`src/rtl/beep_pkg.sv`:
```
// -----------------------------------------------------------------------------
// beep_pkg
// Shared definitions for the note-sequence beeper:
//   - state_e     : sequencer states (IDLE, TONE, GAP, DONE)
//   - len_w/idx_w : width helpers for the len input and note_idx output
//   - DEF_*       : default tick constants for a 1 kHz system clock
// -----------------------------------------------------------------------------
package beep_pkg;

    typedef enum logic [1:0] {
        ST_IDLE = 2'd0,
        ST_TONE = 2'd1,
        ST_GAP  = 2'd2,
        ST_DONE = 2'd3
    } state_e;

    // Defaults for a 1 kHz clock: 250 ms notes, no gap, 250 Hz / 500 Hz tones
    localparam int DEF_NOTE_TICKS = 250;
    localparam int DEF_GAP_TICKS  = 0;
    localparam int DEF_HALF_LO    = 2;
    localparam int DEF_HALF_HI    = 1;

    // Width able to hold the values 0..notes
    function automatic int len_w(input int notes);
        return $clog2(notes + 1);
    endfunction

    // Width able to index notes 0..notes-1, never narrower than one bit
    function automatic int idx_w(input int notes);
        return (notes > 1) ? $clog2(notes) : 1;
    endfunction

endpackage

```
`src/rtl/tone_gen.sv`:
```
// -----------------------------------------------------------------------------
// tone_gen
// Square-wave generator with two selectable half-periods.
// Ports:
//   clk_i    : system clock
//   st_i     : asynchronous active-low reset
//   en_i     : run enable; when low the output is forced to 0 and the
//              half-period counter is cleared, so the next enabled cycle
//              starts a fresh wave beginning with a low phase
//   sel_hi_i : 1 selects HALF_HI, 0 selects HALF_LO
//   sq_o     : registered square wave
// -----------------------------------------------------------------------------
module tone_gen
    import beep_pkg::*;
#(
    parameter int HALF_LO = DEF_HALF_LO,
    parameter int HALF_HI = DEF_HALF_HI,
    localparam int HALF_MAX = (HALF_LO > HALF_HI) ? HALF_LO : HALF_HI,
    localparam int HC_W     = $clog2(HALF_MAX + 1)
) (
    input  logic clk_i,
    input  logic st_i,
    input  logic en_i,
    input  logic sel_hi_i,
    output logic sq_o
);

    logic [HC_W-1:0] hc_q;
    logic [HC_W-1:0] hc_d;
    logic [HC_W-1:0] half_last_s;
    logic            sq_q;
    logic            sq_d;

    // Half-period counter and toggle decision
    always_comb begin
        half_last_s = sel_hi_i ? HC_W'(HALF_HI - 1) : HC_W'(HALF_LO - 1);
        if (!en_i) begin
            hc_d = '0;
            sq_d = 1'b0;
        end else if (hc_q == half_last_s) begin
            hc_d = '0;
            sq_d = ~sq_q;
        end else begin
            hc_d = hc_q + HC_W'(1'b1);
            sq_d = sq_q;
        end
    end

    // Counter and wave registers
    always_ff @(posedge clk_i or negedge st_i) begin
        if (!st_i) begin
            hc_q <= '0;
            sq_q <= 1'b0;
        end else begin
            hc_q <= hc_d;
            sq_q <= sq_d;
        end
    end

    assign sq_o = sq_q;

endmodule

```
`src/rtl/beep_seq.sv`:
```
// -----------------------------------------------------------------------------
// beep_seq
// Plays a sequence of up to NOTES notes (each low or high tone, NOTE_TICKS
// cycles long) with an optional GAP_TICKS silence between notes.
// Ports:
//   clk_i      : system clock (1 kHz nominal)
//   st_i       : asynchronous active-low reset
//   start_i    : one-cycle start request, honoured only in IDLE or DONE
//   abort_i    : return to IDLE immediately; wins over start_i
//   pattern_i  : bit i=1 -> note i high tone; latched on accepted start
//   len_i      : notes to play, clamped to NOTES; latched on accepted start
//   beep_o     : buzzer drive
//   busy_o     : high while in TONE or GAP
//   over_o     : sticky completion flag (high in DONE)
//   note_idx_o : index of the current note
// All outputs come straight from registers.
// -----------------------------------------------------------------------------
module beep_seq
    import beep_pkg::*;
#(
    parameter int NOTES      = 4,
    parameter int NOTE_TICKS = DEF_NOTE_TICKS,
    parameter int GAP_TICKS  = DEF_GAP_TICKS,
    parameter int HALF_LO    = DEF_HALF_LO,
    parameter int HALF_HI    = DEF_HALF_HI,
    parameter int CNT_W      = 16,
    localparam int LEN_W     = len_w(NOTES),
    localparam int IDX_W     = idx_w(NOTES)
) (
    input  logic             clk_i,
    input  logic             st_i,
    input  logic             start_i,
    input  logic             abort_i,
    input  logic [NOTES-1:0] pattern_i,
    input  logic [LEN_W-1:0] len_i,
    output logic             beep_o,
    output logic             busy_o,
    output logic             over_o,
    output logic [IDX_W-1:0] note_idx_o
);

    localparam logic [LEN_W-1:0] LEN_MAX   = LEN_W'(NOTES);
    localparam logic [CNT_W-1:0] NOTE_LAST = CNT_W'(NOTE_TICKS - 1);
    // Unreachable when GAP_TICKS is 0; kept in range anyway
    localparam logic [CNT_W-1:0] GAP_LAST  = (GAP_TICKS > 0) ? CNT_W'(GAP_TICKS - 1) : '0;

    state_e             state_q, state_d;
    logic [CNT_W-1:0]   nc_q, nc_d;
    logic [IDX_W-1:0]   idx_q, idx_d;
    logic [NOTES-1:0]   pattern_q, pattern_d;
    logic [LEN_W-1:0]   len_q, len_d;
    logic               busy_q, busy_d;
    logic               over_q, over_d;

    logic [LEN_W-1:0]   len_clamp_s;
    logic               note_end_s;
    logic               gap_end_s;
    logic               last_note_s;
    logic               tone_en_s;

    // Decode of the current position inside a note or gap
    always_comb begin
        len_clamp_s = (len_i > LEN_MAX) ? LEN_MAX : len_i;
        note_end_s  = (state_q == ST_TONE) && (nc_q == NOTE_LAST);
        gap_end_s   = (state_q == ST_GAP) && (nc_q == GAP_LAST);
        last_note_s = ((LEN_W'(idx_q) + LEN_W'(1'b1)) == len_q);
    end

    // State and datapath registers
    always_ff @(posedge clk_i or negedge st_i) begin
        if (!st_i) begin
            state_q   <= ST_IDLE;
            nc_q      <= '0;
            idx_q     <= '0;
            pattern_q <= '0;
            len_q     <= '0;
        end else begin
            state_q   <= state_d;
            nc_q      <= nc_d;
            idx_q     <= idx_d;
            pattern_q <= pattern_d;
            len_q     <= len_d;
        end
    end

    // Next-state logic; nc restarts at 0 on every state or note entry
    always_comb begin
        state_d   = state_q;
        nc_d      = nc_q;
        idx_d     = idx_q;
        pattern_d = pattern_q;
        len_d     = len_q;
        if (abort_i) begin
            state_d = ST_IDLE;
            nc_d    = '0;
            idx_d   = '0;
        end else begin
            case (state_q)
                ST_IDLE, ST_DONE: begin
                    if (start_i) begin
                        pattern_d = pattern_i;
                        len_d     = len_clamp_s;
                        idx_d     = '0;
                        nc_d      = '0;
                        state_d   = (len_clamp_s == '0) ? ST_DONE : ST_TONE;
                    end else begin
                        state_d = state_q;
                    end
                end
                ST_TONE: begin
                    if (note_end_s) begin
                        nc_d = '0;
                        if (last_note_s) begin
                            state_d = ST_DONE;
                        end else if (GAP_TICKS > 0) begin
                            state_d = ST_GAP;
                        end else begin
                            idx_d = idx_q + IDX_W'(1'b1);
                        end
                    end else begin
                        nc_d = nc_q + CNT_W'(1'b1);
                    end
                end
                ST_GAP: begin
                    if (gap_end_s) begin
                        nc_d    = '0;
                        idx_d   = idx_q + IDX_W'(1'b1);
                        state_d = ST_TONE;
                    end else begin
                        nc_d = nc_q + CNT_W'(1'b1);
                    end
                end
                default: begin
                    state_d = ST_IDLE;
                    nc_d    = '0;
                    idx_d   = '0;
                end
            endcase
        end
    end

    // Output decode from the next state so the registered outputs line up
    // with the state they describe; the tone only keeps running while the
    // same note continues, so every note entry restarts the wave at 0
    always_comb begin
        busy_d    = (state_d == ST_TONE) || (state_d == ST_GAP);
        over_d    = (state_d == ST_DONE);
        tone_en_s = (state_q == ST_TONE) && !note_end_s && !abort_i;
    end

    // Status output registers
    always_ff @(posedge clk_i or negedge st_i) begin
        if (!st_i) begin
            busy_q <= 1'b0;
            over_q <= 1'b0;
        end else begin
            busy_q <= busy_d;
            over_q <= over_d;
        end
    end

    tone_gen #(
        .HALF_LO (HALF_LO),
        .HALF_HI (HALF_HI)
    ) u_tone_gen (
        .clk_i    (clk_i),
        .st_i     (st_i),
        .en_i     (tone_en_s),
        .sel_hi_i (pattern_q[idx_q]),
        .sq_o     (beep_o)
    );

    assign busy_o     = busy_q;
    assign over_o     = over_q;
    assign note_idx_o = idx_q;

endmodule
```
`config.mk`:
```
export PLATFORM = sky130hd
export DESIGN_NAME = beep_seq
export DESIGN_NICKNAME = d
export VERILOG_FILES = /design/src/rtl/beep_pkg.sv /design/src/rtl/tone_gen.sv /design/src/rtl/beep_seq.sv
export SDC_FILE = /design/constraint.sdc
export NUM_CORES = 1
export LEC_CHECK = 0
export BUFFER_PORTS_ARGS = -buffer_cell sky130_fd_sc_hd__buf_4
export CORE_UTILIZATION = 50
export DETAILED_ROUTE_END_ITERATION = 16
export PLACE_DENSITY = 0.67
export SETUP_SLACK_MARGIN = 0.15
export SKIP_CTS_REPAIR_TIMING = 1
export SLEW_MARGIN = 25
export SYNTH_ARGS = -nofsm -noshare
export SYNTH_HDL_FRONTEND = slang
export SYNTH_HIERARCHICAL = 1
export SYNTH_SLANG_ARGS = --single-unit
```
`constraint.sdc`:
```
create_clock -name clk_i -period 3 [get_ports clk_i]
set_input_delay 0.15 -clock clk_i [delete_from_list [all_inputs] [get_ports clk_i]]
set_output_delay 0.15 -clock clk_i [all_outputs]
set_load 0.02 [all_outputs]
```
* Word-level counts from Yosys, hierarchy flattened
Index checks and enable logic that the tools add are counted.
** Storage, ports and cells
- Register bits after elaboration :: 32
- Input bits :: 11
- Output and inout port bits :: 5
- Word-level logic and storage cells :: 70
** Cells by class
- $add $sub $neg :: 4
- Magnitude comparators :: 2
- Equal/unequal tests :: 14
- Muxes and demuxes :: 26
- Bitwise gates (word level) :: 2
- Reduce and logical (&&, ||, !) cells :: 13
** Operators with widths (count)
- two-way mux 16 bit :: 4
- case mux 16 bit (3 select lines) :: 1
- two-way mux 2 bit :: 13
- adder 16 x 1 -> 16 bit (second input constant) :: 1
- == test 16 x 8 -> 1 bit (second input constant) :: 1
- logical NOT 16 bit :: 1
- != test 3 bit (second input constant) :: 4
- case mux 2 bit (3 select lines) :: 2
- == test 2 bit (second input constant) :: 4
- adder 2 x 1 -> 2 bit (second input constant) :: 2
- == test 2 x 1 -> 1 bit (second input constant) :: 2
- logical AND 1 bit :: 4
- two-way mux 1 bit :: 4
- AND reduction 4 bit :: 1
- adder 2 x 1 -> 3 bit (second input constant) :: 1
- == test 3 bit :: 1
- greater-than comparator 3 bit (second input constant) :: 1
- logical NOT 3 bit :: 1
- < comparator 2 x 3 -> 1 bit (second input constant) :: 1
- two-way mux 3 bit :: 1
- AND reduction 3 bit :: 1
- binary-select mux 1 bit (select 2 bit) :: 1
- == test 2 bit :: 1
- logical NOT 1 bit :: 2
- other kinds (5) :: 6

* Longest topological paths before layout
- Depth after elaboration :: 9
- Depth in mapped cells :: 9
- Depth with buffers taken out :: 8

* Hierarchy
The synthesis kept the hierarchy.
** Modules (own cells, without submodules)
- beep_seq :: times used 1, cells each 169, area each 1636.6 µm², seq. area each 725.7 µm²
- tone_gen :: times used 1, cells each 11, area each 132.6 µm², seq. area each 75.1 µm²

* Least setup slack after synthesis
Ideal clock, no wire load.
- Path kind :: reg-to-reg
- Start :: register nc_q[0]
- End :: register nc_q[8]
- Library setup time :: 138 ps
- Arrival :: 2239 ps
- Required time :: 2862 ps
- Setup slack :: 624 ps
- Stages on the path, launching flop included :: 9
- Buffers on the path :: 1
- Period minus slack after synthesis :: 2376 ps
- Cells stage by stage :: dfrtp_1 > inv_1 > ha_1 > or4b_2 > nor4_2 > o2bb2ai_1 > clkbuf_1 > a31oi_1 > a31oi_1
** Between the ends
- Longest elaborated chain between the ends :: 5
- Elaborated cells between the ends (all ways) :: 9
- Those cells by class :: add/sub: 1; eq/ne: 1; mux: 4; reduce/logical: 3
** Ends and longest elaborated chain
- from (decl) :: line beep_seq.sv:48 : logic [CNT_W-1:0] nc_q, nc_d;
- from (signal assigned) :: line beep_seq.sv:79 : nc_q <= nc_d;
- branches (longest 3 deep; another with adder 16 x 1 -> 16 bit)
- case mux 16 bit (3 select lines) * :: line beep_seq.sv:98 : case (state_q)
- two-way mux 16 bit * :: line beep_seq.sv:93 : if (abort_i) begin
Mark *: on every way between the ends.
A chain may end at the register's enable or synchronous reset.

* Worst setup path after layout
- Start :: register nc_q[0]
- End :: register nc_q[9]
The elaborated chain is that of the path after synthesis.

==> impl_metrics.yaml <==
min_path:
  whs_path_depth: 2
  worstHoldStart: "pattern_i[2]"
  hold_end: "pattern_q[2]$_DFFE_PN0P_"
  hp-class: "primary input to register"
clock_network:
  cts_made_buffers: 5
  root_buffer: "clkbuf_4"
  clk_latency_ns: 0.34
  cts_tree: "done"
  clock-sinks: 32
  htreeDepth: 2
  clk_pin_slew_worst_paths_ns: 0.11
  clk_path_buf_depth: 2
critical_path:
  timing.rr.start: "nc_q[0]$_DFFE_PN0N_"
  reg2reg_depth: 8
  cp-start-kind: "register"
  r2r_slack_ns: 0.38
  path_max_fanout: 15
  endpoint_kind: "register"
  worstPathRequired_ns: 3.22
  r2r_end: "nc_q[9]$_DFFE_PN0N_"
  setup.worst_path.class: "register to register"
  cp_data_arrival_time_ns: 2.83
synth:
  synth_edf_count: 0
  syn-num-nets: 198
  yosys.cell_types.count: 43
  yosys_warnings: 6
  synth-seq-area-share_pct: 45.3
  synth_flop_cell: "dfrtp_1"
  synthArstFlopShare_pct: 100
  ys_ff_latch: 32
  synthCells: 180
  post_synth.cell_area_avg_um2: 9.83
  syn_area_um2: 1770
timing:
  rsz0062_at_grt: "false"
  finClkSkew_ns: 0.0134
  hold_viol: 0
  finalMaxSlewViolations: 0
  setup_viol: 0
  postLayoutSetupSlackWorst_ns: 0.385
  max_freq_mhz: 382
  tightestPinTransition_ns: 0.532
  finalCriticalPeriod_ns: 2.62
  slew_headroom_pct: 64.5
  post-route-period-util_pct: 87.2
  setup_tns_ns: 0
global_route:
  grt_max_degree: 33
  grt_antenna_before_repair: 0
  grt_util_all_layers_pct: 22.5
  grt_first_pass_wirelength_um: 6150
  overflow: 0
  grt_pass1_vias: 1380
drt:
  drt-total-wl_um: 3700
  ant_nets: 0
  met1_length_um: 1670
  wl_per_cell_um: 15.0
  top_layer: "met4"
  dr_wl_met2_um: 1780
  viasPerCell: 5.98
  drt_iter0_markers: 82
  dr_wl_met3_um: 206
  first_pass_iters: 4
  post-route-drc-count: 0
  num_vias: 1471
cells_and_area:
  syn_to_final_growth_pct: 14.2
  fill_cells: 296
  layout_common_cells: "dfrtp_1 (32), nand2_1 (17), buf_4 (17)"
  nets: 217
  drive_above_1_share_pct: 18.5
  n_antenna_cell: 0
  layout_commonest_cell: "dfrtp_1"
placed_design:
  dp_hpwl_um: 2740
  io_buffers: 15
  dp_slack_ns: 0.412
  place_congestion: 0.801
floorplan:
  die-width_um: 61.5
  io_pins: 16
  coreArea_um2: 3360
  start_util_pct: 52.6
  design.die.area_um2: 3780
  rows: 21
  die_h_um: 61.5
pwr:
  p_leak_nw: 0.880
  irDropWorstVdd_mv: 0.597
  power_density_nw_per_um2: 713
outcome:
  status: "finished clean"
flow_run:
  cap_violations: 0
==> worst max-delay path by stage <==
stage,from,end,cells past startpoint
3_5_place_dp,nc_q[0]$_DFFE_PN0N_,nc_q[12]$_DFFE_PN0N_,8
2_1_floorplan,nc_q[0]$_DFFE_PN0N_,nc_q[8]$_DFFE_PN0N_,8
3_3_place_gp,nc_q[0]$_DFFE_PN0N_,nc_q[9]$_DFFE_PN0N_,8
6_report,nc_q[0]$_DFFE_PN0N_,nc_q[9]$_DFFE_PN0N_,8
4_1_cts,nc_q[0]$_DFFE_PN0N_,nc_q[9]$_DFFE_PN0N_,8
5_1_grt,nc_q[0]$_DFFE_PN0N_,nc_q[9]$_DFFE_PN0N_,8
==> registers in the layout (all words and copies together) (netlist names) <==
name and cells:
note_idx_o 2, nc_q 16, state_q 2, pattern_q 4
len_q 3, busy_o 1, over_o 1, u_tone_gen/hc_q 2
u_tone_gen/sq_o 1
==> critical path: stages, from the launching register on <==
cell and delay, ns:
dfrtp_1 0.43, inv_1 0.11, ha_1 0.15, or4b_2 0.61, nor4_2 0.42, o2bb2ai_1 0.26, buf_4 0.25, a41oi_1 0.21
a31oi_1 0.06
==> cell type report <==
| cell class | count | area (um^2) | area share, % |
|---|---|---|---|
| Multi-Input combinational cell | 135 | 918 | 45.4 |
| Sequential cell | 32 | 801 | 39.6 |
| Timing Repair Buffer | 18 | 138 | 6.81 |
| Tap cell | 46 | 57.6 | 2.85 |
| Clock inverter | 3 | 42.5 | 2.11 |
| Clock buffer | 5 | 37.5 | 1.86 |
| Inverter | 7 | 26.3 | 1.30 |
==> power by group <==
part           internal, mW  switching, mW  leakage, nW  total [mW]
sequential            0.514         0.0589        0.430       0.573
combinational         0.246          0.298        0.409       0.544
clock                 0.174          0.150       0.0412       0.324
==> synth_stat cells, types with 6 or more instances <==
| cell | instances | area share, % |
|---|---|---|
| o21ai_0 | 10 | 2.8 |
| a21oi_1 | 9 | 2.5 |
| a31oi_1 | 13 | 4.6 |
| nand2_1 | 17 | 3.6 |
| ha_1 | 7 | 5.0 |
| dfrtp_1 | 32 | 45 |
| nand3_1 | 6 | 1.7 |
| nor2_1 | 10 | 2.1 |
| inv_1 | 7 | 1.5 |
==> through the flow <==
step | instances | utilization, % | instance area, um^2 | hold slack [ns] | power [mW]
final | 246 | 60.1 | 2020 | 0.0379 | 1.44
after global routing | 246 | 60.1 | 2020 | 0.0203 | 1.55
after CTS | 245 | 59.8 | 2010 | -0.273 | 1.45
after detailed placement | 237 | 57.4 | 1930 | 0.106 | 1.13
after global placement | 237 | 57.4 | 1930 | 0.104 | 1.10
after floorplan | 180 | - | 1770 | -0.146 | 0.973
==> metal layers <==
metal / global-route usage (%) / vias up
li1: - / 715
met3: 6.93 / 6
met4: 6.98 / 0
met5: 0 / -
met1: 29.0 / 706
met2: 36.3 / 44
==> kinds of logic (layout without fill, tap and decap cells) <==
| family | after synthesis | after routing | share of synthesized area (%) |
|---|---|---|---|
| AO/OA/AOI/OAI | 46 | 46 | 17.1 |
| multiplexers | 7 | 7 | 5.02 |
| buffers and inverters | 13 | 33 | 2.83 |
| flip-flops | 32 | 32 | 45.3 |
| XOR/XNOR | 6 | 6 | 2.97 |
| adder cells (fa/ha/maj) | 7 | 7 | 4.95 |
| AND/OR/NAND/NOR | 69 | 69 | 21.9 |
No activity file was read; power rests on OpenSTA's default activity.
